==> src/rtl/multi_stage_alu_p.sv <==
// multi_stage_alu_p: A/G staged ALU with registered status flags and an
// iterative shift-add multiplier that reports Busy/Done to the controller.
module multi_stage_alu_p #(
    parameter int WIDTH = 10
) (
    input  logic             Clock,
    input  logic             Reset,
    input  logic [WIDTH-1:0] OP,
    input  logic             Ain,
    input  logic             Gin,
    input  logic             Gout,
    input  logic [3:0]       FN,
    output logic [WIDTH-1:0] RES,
    output logic             Busy,
    output logic             Done,
    output logic             Zf,
    output logic             Nf,
    output logic             Cf,
    output logic             Vf
);

    localparam int CW = $clog2(WIDTH + 1);

    typedef enum logic {S_IDLE, S_MUL} state_t;

    state_t             state_q, state_d;
    logic [WIDTH-1:0]   a_q, a_d;
    logic [WIDTH-1:0]   g_q, g_d;
    logic [2*WIDTH-1:0] mcand_q, mcand_d;
    logic [WIDTH-1:0]   mplier_q, mplier_d;
    logic [2*WIDTH-1:0] acc_q, acc_d;
    logic [CW-1:0]      cnt_q, cnt_d;
    logic               zf_q, zf_d, nf_q, nf_d, cf_q, cf_d, vf_q, vf_d;
    logic               done_q, done_d;

    logic [WIDTH:0]     sum, diff;
    logic [WIDTH-1:0]   alu_res;
    logic               alu_c, alu_v, alu_wg, alu_wf;
    logic [2*WIDTH-1:0] mac_sum;

    // Single-cycle function unit: result, carry/overflow and which of G/flags to write
    always_comb begin
        sum     = {1'b0, a_q} + {1'b0, OP};
        diff    = {1'b0, a_q} - {1'b0, OP};
        alu_res = '0;
        alu_c   = 1'b0;
        alu_v   = 1'b0;
        alu_wg  = 1'b0;
        alu_wf  = 1'b0;
        case (FN)
            4'd0: begin
                alu_res = sum[WIDTH-1:0];
                alu_c   = sum[WIDTH];
                alu_v   = (a_q[WIDTH-1] == OP[WIDTH-1]) && (sum[WIDTH-1] != a_q[WIDTH-1]);
                alu_wg  = 1'b1;
                alu_wf  = 1'b1;
            end
            4'd1, 4'd11: begin
                // CMP shares the subtract path but leaves G alone
                alu_res = diff[WIDTH-1:0];
                alu_c   = ~diff[WIDTH];
                alu_v   = (a_q[WIDTH-1] != OP[WIDTH-1]) && (diff[WIDTH-1] != a_q[WIDTH-1]);
                alu_wg  = (FN == 4'd1);
                alu_wf  = 1'b1;
            end
            4'd2:  begin alu_res = a_q & OP; alu_wg = 1'b1; alu_wf = 1'b1; end
            4'd3:  begin alu_res = a_q | OP; alu_wg = 1'b1; alu_wf = 1'b1; end
            4'd4:  begin alu_res = a_q ^ OP; alu_wg = 1'b1; alu_wf = 1'b1; end
            4'd5:  begin alu_res = ~OP;      alu_wg = 1'b1; alu_wf = 1'b1; end
            4'd6: begin
                alu_res = {a_q[WIDTH-2:0], 1'b0};
                alu_c   = a_q[WIDTH-1];
                alu_wg  = 1'b1;
                alu_wf  = 1'b1;
            end
            4'd7: begin
                alu_res = {1'b0, a_q[WIDTH-1:1]};
                alu_c   = a_q[0];
                alu_wg  = 1'b1;
                alu_wf  = 1'b1;
            end
            4'd8: begin
                alu_res = {a_q[WIDTH-1], a_q[WIDTH-1:1]};
                alu_c   = a_q[0];
                alu_wg  = 1'b1;
                alu_wf  = 1'b1;
            end
            4'd10: begin alu_res = OP; alu_wg = 1'b1; alu_wf = 1'b1; end
            default: begin
                // MUL is handled by the sequencer; 12-15 are silent no-ops
                alu_wg = 1'b0;
                alu_wf = 1'b0;
            end
        endcase
    end

    // Next-state logic for the A/G registers, flags and the multiply sequencer
    always_comb begin
        state_d  = state_q;
        a_d      = a_q;
        g_d      = g_q;
        mcand_d  = mcand_q;
        mplier_d = mplier_q;
        acc_d    = acc_q;
        cnt_d    = cnt_q;
        zf_d     = zf_q;
        nf_d     = nf_q;
        cf_d     = cf_q;
        vf_d     = vf_q;
        done_d   = 1'b0;
        mac_sum  = acc_q + (mplier_q[0] ? mcand_q : '0);
        case (state_q)
            S_IDLE: begin
                if (Ain) a_d = OP;
                if (Gin) begin
                    if (FN == 4'd9) begin
                        state_d  = S_MUL;
                        mcand_d  = {{WIDTH{1'b0}}, a_q};
                        mplier_d = OP;
                        acc_d    = '0;
                        cnt_d    = CW'(WIDTH);
                    end else begin
                        if (alu_wg) g_d = alu_res;
                        if (alu_wf) begin
                            zf_d = (alu_res == '0);
                            nf_d = alu_res[WIDTH-1];
                            cf_d = alu_c;
                            vf_d = alu_v;
                        end
                    end
                end
            end
            S_MUL: begin
                acc_d    = mac_sum;
                mcand_d  = mcand_q << 1;
                mplier_d = mplier_q >> 1;
                cnt_d    = cnt_q - CW'(1);
                if (cnt_q == CW'(1)) begin
                    g_d     = mac_sum[WIDTH-1:0];
                    zf_d    = (mac_sum[WIDTH-1:0] == '0);
                    nf_d    = mac_sum[WIDTH-1];
                    cf_d    = |mac_sum[2*WIDTH-1:WIDTH];
                    vf_d    = 1'b0;
                    state_d = S_IDLE;
                    done_d  = 1'b1;
                end
            end
            default: state_d = S_IDLE;
        endcase
    end

    // State registers; reset aborts any multiply in flight
    always_ff @(posedge Clock or posedge Reset) begin
        if (Reset) begin
            state_q  <= S_IDLE;
            a_q      <= '0;
            g_q      <= '0;
            mcand_q  <= '0;
            mplier_q <= '0;
            acc_q    <= '0;
            cnt_q    <= '0;
            zf_q     <= 1'b0;
            nf_q     <= 1'b0;
            cf_q     <= 1'b0;
            vf_q     <= 1'b0;
            done_q   <= 1'b0;
        end else begin
            state_q  <= state_d;
            a_q      <= a_d;
            g_q      <= g_d;
            mcand_q  <= mcand_d;
            mplier_q <= mplier_d;
            acc_q    <= acc_d;
            cnt_q    <= cnt_d;
            zf_q     <= zf_d;
            nf_q     <= nf_d;
            cf_q     <= cf_d;
            vf_q     <= vf_d;
            done_q   <= done_d;
        end
    end

    // Output drive: RES is gated by Gout, status comes straight from registers
    always_comb begin
        RES  = Gout ? g_q : '0;
        Busy = (state_q == S_MUL);
        Done = done_q;
        Zf   = zf_q;
        Nf   = nf_q;
        Cf   = cf_q;
        Vf   = vf_q;
    end

endmodule

==> config.mk <==
export PLATFORM = sky130hd
export DESIGN_NAME = multi_stage_alu_p
export DESIGN_NICKNAME = d
export VERILOG_FILES = /design/src/rtl/multi_stage_alu_p.sv
export SDC_FILE = /design/constraint.sdc
export NUM_CORES = 1
export LEC_CHECK = 0
export ABC_AREA = 1
export CORE_AREA = 2 2 121 94
export CTS_CLUSTER_DIAMETER = 150
export DETAILED_ROUTE_END_ITERATION = 7
export DIE_AREA = 0 0 123 96
export GPL_ROUTABILITY_DRIVEN = 0
export PLACE_DENSITY = 0.86
export SETUP_SLACK_MARGIN = 0.15
export SYNTH_ARGS = -nofsm -noshare
export SYNTH_HDL_FRONTEND = slang
export SYNTH_SLANG_ARGS = --single-unit
==> constraint.sdc <==
create_clock -name Clock -period 6.3 [get_ports Clock]
set_input_delay 1.26 -clock Clock [delete_from_list [all_inputs] [get_ports Clock]]
set_output_delay 1.26 -clock Clock [all_outputs]
set_load 0.01 [all_outputs]
# Word-level counts from Yosys, hierarchy flattened
# Cells that the tools add are included.
totals:
  reg_bits: 80
  output_inout_bits: 16
  input_bits: 19
  wordCells: 108
classes:
  bitwise: 6
  n_addsub: 4
  n_mux: 50
  eq_ne: 22
  reduce_logical: 14
op_table:
  columns: ["op", "n"]
  rows:
  - ["20-bit two-way mux", 5]
  - ["10-bit case mux with 10 select lines", 1]
  - ["20-bit case mux with 2 select lines", 2]
  - ["10-bit two-way mux", 7]
  - ["10-bit case mux with 2 select lines", 2]
  - ["1-bit two-way mux", 22]
  - ["20-bit adder", 1]
  - ["10-bit logical NOT", 2]
  - ["4-bit by 3-bit equality test with 1-bit output, second input constant", 4]
  - ["4-bit equality test, second input constant", 4]
  - ["1-bit case mux with 2 select lines", 7]
  - ["10-bit by 10-bit adder with 11-bit output", 1]
  - ["11-bit OR reduction", 1]
  - ["10-bit by 10-bit subtractor with 11-bit output", 1]
  - ["10-bit bitwise AND", 1]
  - ["2-bit inequality test, second input constant", 5]
  - ["10-bit NOT", 1]
  - ["10-bit OR", 1]
  - ["10-bit OR reduction", 1]
  - ["10-bit bitwise XOR", 1]
  - ["9-bit OR reduction", 1]
  - ["4-bit by 1-bit equality test with 1-bit output, second input constant", 2]
  - ["4-bit by 2-bit equality test with 1-bit output, second input constant", 2]
  - ["4-bit two-way mux", 2]
  - ["other kinds (12)", 19]

# Depth between registers and ports, before layout
# Gate-level depths: netlist (run 1).
logic_depth:
  ltp_word: 8
  ltp_mapped: 20
  depth_no_buf: 19

# Worst setup path after synthesis (run 1)
# No wires, ideal clock.
synth_path:
  path_kind: "in2out"
  start: "input Gout"
  end: "output RES[0]"
  path_buffers: 1
  arrival_time_ns: 1.668
  required_ns: 5.040
  cell_stages: 3
  setup_slack_ns: 3.372
  path_cell_list: "clkbuf_1 -> nand2_1 -> inv_1"
synth_between:
  elab_chain_cells: 1
synth_rtl:
  columns: ["item", "line", "source"]
  rows:
  - ["start: declaration", "11", "input logic Gout,"]
  - ["10-bit two-way mux", "185", "RES = Gout ? g_q : '0;"]
  - ["end: declaration", "13", "output logic [WIDTH-1:0] RES,"]
# No other way between the ends.

# Worst setup path after layout (run 1)
layout_path:
  start: "input Gout"
  end: "output RES[8]"
# The elaborated chain is that of the path after synthesis.

==> flow_summary.json, run 1 <==
{
  "fin_ws_ps": 2430,
  "end_kind": "output pin",
  "cts.sinks": 80,
  "grt_util_met2_pct": 46.36,
  "area_delta_synth_final_pct": 10.70,
  "rsz0062_at_grt": "no",
  "ctsResizeCount": 0,
  "netlist_top_cells_count": "362 x nand2_1, 165 x inv_1, 80 x dfrtp_1",
  "wl_um": 18700,
  "htreeDepth": 3,
  "synth_area_leaders": "dfrtp_1 30%, nand2_1 20%, ha_1 10%",
  "track_usage_pct": 33.21,
  "root_buffer": "clkbuf_16",
  "wl_per_cell_um": 15.48,
  "register_area_sq_mm": 0.002002,
  "drtIter0Drc": 740,
  "synth-compound-area-share_pct": 12.91,
  "synth_ff_type": "dfrtp_1",
  "chipWidth_um": 123,
  "port_buffers": 34,
  "syn_inst": 1042,
  "max_slew_margin_pct": 24.98,
  "fin_setup_tns_ps": 0,
  "diodes": 0,
  "synth_nets": 1119,
  "drc_errors": 0,
  "required_ps": 5040,
  "p_per_area_mw_per_mm2": 448.8,
  "vdd_drop_max_mv": 0.4511,
  "yosys.area_share.simple_pct": 33.18,
  "drive_gt1_share_pct": 4.869,
  "fillers": 919,
  "grt_first_pass_wirelength_um": 30130,
  "drtPass1Iterations": 5,
  "synth_top_area_share_pct": 29.56,
  "clkSlewWorstSetupHoldPaths_ps": 60,
  "yosysWarnings": 0,
  "fp.dieH_um": 96,
  "yosys.area_share.adder_pct": 11.05,
  "vias_per_cell": 5.595,
  "worst_ep_arrival_time_ps": 2610,
  "cts_made_buffers": 9,
  "ys_ff_latch": 80,
  "crit_type": "input pin to output pin",
  "vias": 6759,
  "max_freq_mhz": 258.4,
  "final_cell_count_no_fill": 1208,
  "design_area_sq_mm": 0.007497,
  "tightestPinTransition_ps": 1118,
  "syn_area_sq_mm": 0.006773,
  "yosysSeqAreaShare_pct": 29.56,
  "finClkSkew_ps": 11.25,
  "grt_pass1_vias": 6100,
  "holdCritPathClass": "flip-flop to flip-flop",
  "synth_top_family_by_area": "simple AND/OR/NAND/NOR gates",
  "synth_edf_count": 0,
  "io_pins": 35,
  "critPathLaunchType": "input pin",
  "synth_xor_xnor_area_share_pct": 1.681,
  "dp_hpwl_um": 13980,
  "yosys.cell_types.count": 44,
  "synth.area.mux_share_pct": 0,
  "slew_violations": 0,
  "busiest_layer": "met1",
  "preCtsSetupSlack_ps": 2417,
  "yosysTopAreaCell": "dfrtp_1",
  "die-area_sq_mm": 0.01181,
  "fp-row-count": 33,
  "drt.antenna.violating_nets": 0,
  "power.leakage_uw": 0.004172,
  "coreArea_sq_mm": 0.01065,
  "start_util_pct": 63.58,
  "crit_fanout": 10,
  "setup_viol": 0,
  "overflow": 0,
  "finalCritPeriodShare_pct": 61.42,
  "grt_use_met3_pct": 10.19,
  "multi_input_area_sq_mm": 0.003988,
  "clock_latency_ps": 350,
  "ctsHoldBuffers": 0,
  "maxCapViolations": 0,
  "antenna_found_initial": 0,
  "status": "completed",
  "post-cts-setup-buffers": 0,
  "yosysMostFrequentCell": "nand2_1",
  "place_area_sq_mm": 0.007182,
  "met1_usage_pct": 49.83,
  "async_reset_ff_share_pct": 100.0,
  "tritoncts": "built",
  "final_nets": 1140,
  "numPlacedInstances": 1192,
  "clock_path_buffers": 2,
  "period_needed_ps": 3870,
  "synth.avg_cell_area_sq_um": 6.500,
  "timing.final.hold_violations": 0,
  "grt_max_degree": 81
}
## metal layers
metal | vias to the layer above | share of wire (%)
li1 | 3336 | -
met1 | 3022 | 45
met2 | 367 | 40
met3 | 34 | 13
met4 | 0 | 1.8
met5 | - | 0
## power breakdown
part	internal, uW	total (uW)	switching, uW
clock network	324	554	230
registers	742	939	197
logic	654	1870	1220
## cells in the final DEF (no fill, tap or decap), types with 3 or more instances in the layout
cell type / Yosys / final
xor2_1: 5 / 5
inv_1: 165 / 164
a21boi_0: 3 / 3
a22oi_1: 3 / 3
nand2_1: 362 / 362
o21ai_1: 8 / 7
nor2_2: 5 / 5
a21oi_1: 37 / 37
inv_2: 8 / 8
o22ai_1: 19 / 19
clkbuf_16: 0 / 9
dfrtp_1: 80 / 80
o211ai_1: 20 / 20
nor2_1: 77 / 77
nor3_1: 4 / 4
nand3_1: 59 / 59
o21ai_0: 39 / 39
fa_1: 3 / 3
nand4_1: 12 / 12
xnor2_1: 8 / 8
clkinv_4: 0 / 3
nand2_2: 6 / 6
or2_2: 7 / 7
buf_4: 3 / 3
o221ai_1: 4 / 4
nand3b_1: 6 / 6
clkdlybuf4s50_1: 0 / 34
a22o_1: 3 / 3
ha_1: 55 / 55
## worst max-delay path, stage by stage
cell             delay, ps
clkdlybuf4s50_1        640
nand2_1                110
inv_1                   70
clkdlybuf4s50_1        520
## metrics by stage
stage	total power (uW)	hold WS, ps	util, %
finish	3365	481.5	70.38
global route	3631	499.8	70.38
CTS	3314	482.9	70.38
detailed placement	2744	466.2	67.42
global placement	2700	461.7	67.42
floorplan	2258	448.3	-
## area by class of cell
class | instances | area share, %
clock buffer | 10 | 3.188
clock inverter | 6 | 1.018
inverter | 174 | 8.728
multi-input combinational | 761 | 53.19
sequential | 80 | 26.70
tap | 140 | 2.336
timing repair buffer | 37 | 4.840
## logic make-up (layout without fill, tap and decap cells)
kind of cell	after synthesis	in the layout
fa+ha+maj	58	58
flops	80	80
buf+inv	201	227
compound gates	145	145
simple gates	545	545
xor+xnor	13	13
## state kept, by name, indices dropped and copies added (netlist names)
name,flops
Busy,1
Cf,1
Done,1
Nf,1
Vf,1
Zf,1
a_q,10
acc_q,20
cnt_q,4
g_q,10
mcand_q,20
mplier_q,10
## final timing paths
| kind | startpoint | endpoint | slack [ps] | depth (start not counted) |
|---|---|---|---|---|
| setup / recovery | Gout | RES[8] | 2430 | 4 |
| hold / removal | g_q[6] | g_q[6] | 480 | 2 |
| setup reg to reg | mplier_q[0] | Cf | 3140 | 19 |
| hold reg to reg | g_q[6] | g_q[6] | 480 | 2 |
| max in group asynchronous | Reset | g_q[3] | 4100 | 3 |
| min in group asynchronous | Reset | mcand_q[16] | 1550 | 3 |
No activity file was read; power rests on OpenSTA's default activity.
==> run 2: changes to the inputs <==
--- a/config.mk
+++ b/config.mk
@@ -6,12 +6,12 @@
 export NUM_CORES = 1
 export LEC_CHECK = 0
 export ABC_AREA = 1
-export CORE_AREA = 2 2 121 94
+export CORE_AREA = 2 2 124 96
 export CTS_CLUSTER_DIAMETER = 150
 export DETAILED_ROUTE_END_ITERATION = 7
-export DIE_AREA = 0 0 123 96
+export DIE_AREA = 0 0 126 98
 export GPL_ROUTABILITY_DRIVEN = 0
-export PLACE_DENSITY = 0.86
+export PLACE_DENSITY = 0.83
 export SETUP_SLACK_MARGIN = 0.15
 export SYNTH_ARGS = -nofsm -noshare
 export SYNTH_HDL_FRONTEND = slang
==> constraint.sdc (replaced) <==
create_clock -name Clock -period 3.9 [get_ports Clock]
set_input_delay 0.78 -clock Clock [delete_from_list [all_inputs] [get_ports Clock]]
set_output_delay 0.78 -clock Clock [all_outputs]
set_load 0.01 [all_outputs]
==> run 2 against run 1 <==
Effect of this change:
- power rose by 61%
- via count rose by 1.6%
- critical path depth rose by 15
- critical endpoint is now Cf
==> flow_summary.json, run 2 (synthesis gave the netlist of run 1 again) <==
{
  "status": "completed",
  "end_kind": "flip-flop",
  "reg_top3": "acc_q x20, mcand_q x20",
  "register_area_sq_mm": 0.002002,
  "area_delta_synth_final_pct": 10.84,
  "clock_latency_ps": 340,
  "r2r_end": "Cf",
  "fillers": 1021,
  "multi_input_area_sq_mm": 0.003988,
  "holdCritPathClass": "flip-flop to flip-flop",
  "grt_pass1_vias": 6211,
  "clkSlewWorstSetupHoldPaths_ps": 70,
  "max_freq_mhz": 321.5,
  "reg2reg_slack_ps": 790,
  "timing.final.hold_violations": 0,
  "drt.antenna.violating_nets": 0,
  "post-cts-setup-buffers": 0,
  "endpoint": "Cf",
  "tritoncts": "built",
  "die-area_sq_mm": 0.01235,
  "wl_per_cell_um": 15.53,
  "port_buffers": 34,
  "power.leakage_uw": 0.004175,
  "cts.sinks": 80,
  "cts_made_buffers": 9,
  "final_nets": 1143,
  "required_ps": 4130,
  "reg2reg_from": "mplier_q[0]",
  "maxCapViolations": 0,
  "numPlacedInstances": 1199,
  "final_cell_count_no_fill": 1215,
  "drc_errors": 0,
  "rsz0062_at_grt": "no",
  "clockPowerShare_pct": 16.2,
  "p_per_area_mw_per_mm2": 723.6,
  "clock_path_buffers": 2,
  "vias_per_cell": 5.650,
  "p_total_uw": 5432,
  "antenna_found_initial": 0,
  "wl_um": 18870,
  "grt_max_degree": 43,
  "drtIter0Drc": 659,
  "diodes": 0,
  "power_frac_comb_pct": 55.8,
  "ctsHoldBuffers": 0,
  "dp_hpwl_um": 14450,
  "overflow": 0,
  "final_common_cell": "nand2_1",
  "setup_viol": 0,
  "worst_ep_arrival_time_ps": 3340,
  "fp-row-count": 34,
  "root_buffer": "clkbuf_16",
  "period_needed_ps": 3111,
  "vdd_drop_max_mv": 0.3546,
  "slew_violations": 0,
  "p_sw_uw": 2665,
  "swShare_pct": 49.06,
  "ctsResizeCount": 0,
  "start_util_pct": 60.31,
  "critPathLaunchType": "flip-flop",
  "crit_fanout": 21,
  "finalCritPeriodShare_pct": 79.76,
  "io_pins": 35,
  "drtPass1Iterations": 7,
  "fin_setup_tns_ps": 0,
  "p_int_uw": 2767,
  "tightestPinTransition_ps": 731.5,
  "pwr-share-seq_pct": 27.9,
  "drive_gt1_share_pct": 4.949,
  "fp.dieH_um": 98,
  "htreeDepth": 3,
  "worstRegToRegCells": 19,
  "coreArea_sq_mm": 0.01123,
  "crit_type": "flip-flop to flip-flop",
  "layout_common_cells": "362 x nand2_1, 164 x inv_1, 80 x dfrtp_1",
  "preCtsSetupSlack_ps": 640.9,
  "track_usage_pct": 31.95,
  "grt_first_pass_wirelength_um": 31550,
  "chipWidth_um": 126,
  "fin_ws_ps": 789.2,
  "finClkSkew_ps": 8.749,
  "cp-startpoint": "mplier_q[0]",
  "vias": 6865,
  "max_slew_margin_pct": 51.23
}
-- run 2: how the worst min path moves through the flow --
stage | from | endpoint | depth (start not counted)
2_1_floorplan | acc_q[2] | acc_q[2] | 2
4_1_cts | g_q[1] | g_q[1] | 2
5_1_grt | g_q[7] | g_q[7] | 2
3_5_place_dp | g_q[1] | g_q[1] | 2
3_3_place_gp | g_q[7] | g_q[7] | 2
6_report | g_q[1] | g_q[1] | 2
-- run 2: power groups by stage --
stage | sequential [uW] | combinational, uW | clock (uW)
after floorplan | 1420 | 2230 | 0
after detailed placement | 1520 | 2930 | 0
after global placement | 1510 | 2870 | 0
after global routing | 1570 | 3400 | 924
after CTS | 1510 | 2960 | 886
final | 1520 | 3030 | 881
-- run 2: critical path, stage by stage, from the launching register on --
cell	delay, ps
dfrtp_1	790
nand2_1	110
inv_1	90
ha_1	200
inv_1	70
fa_1	430
inv_1	130
nand3_1	80
nand2_1	120
nand2_1	60
nand2_1	130
nand2_1	90
nand2_1	60
nand2_1	40
nand2_1	130
nand3_1	90
nor2_1	100
nand3_1	130
nand2_1	100
a21oi_1	60
-- run 2: metal layers --
layer	global-route usage (%)	routed length (um)	up-vias
met5	0	0	-
met3	11.29	2382	35
met2	43.92	7432	364
met4	9.214	375	0
li1	-	-	3337
met1	47.34	8682	3129
-- run 2: area by class of cell --
class	count	share of cell area (%)
timing repair buffer	40	5.133
multi-input combinational	761	53.12
tap	144	2.400
inverter	174	8.717
clock inverter	5	0.8667
clock buffer	11	3.100
sequential	80	26.67
-- run 2: metrics by stage --
step | instance area, sq um | util, % | hold WS (ps)
floorplan | 6773 | - | 448.3
global route | 7507 | 66.84 | 499.8
finish | 7507 | 66.84 | 484.7
global placement | 7209 | 64.19 | 461.9
detailed placement | 7209 | 64.19 | 467.7
CTS | 7507 | 66.84 | 484.0
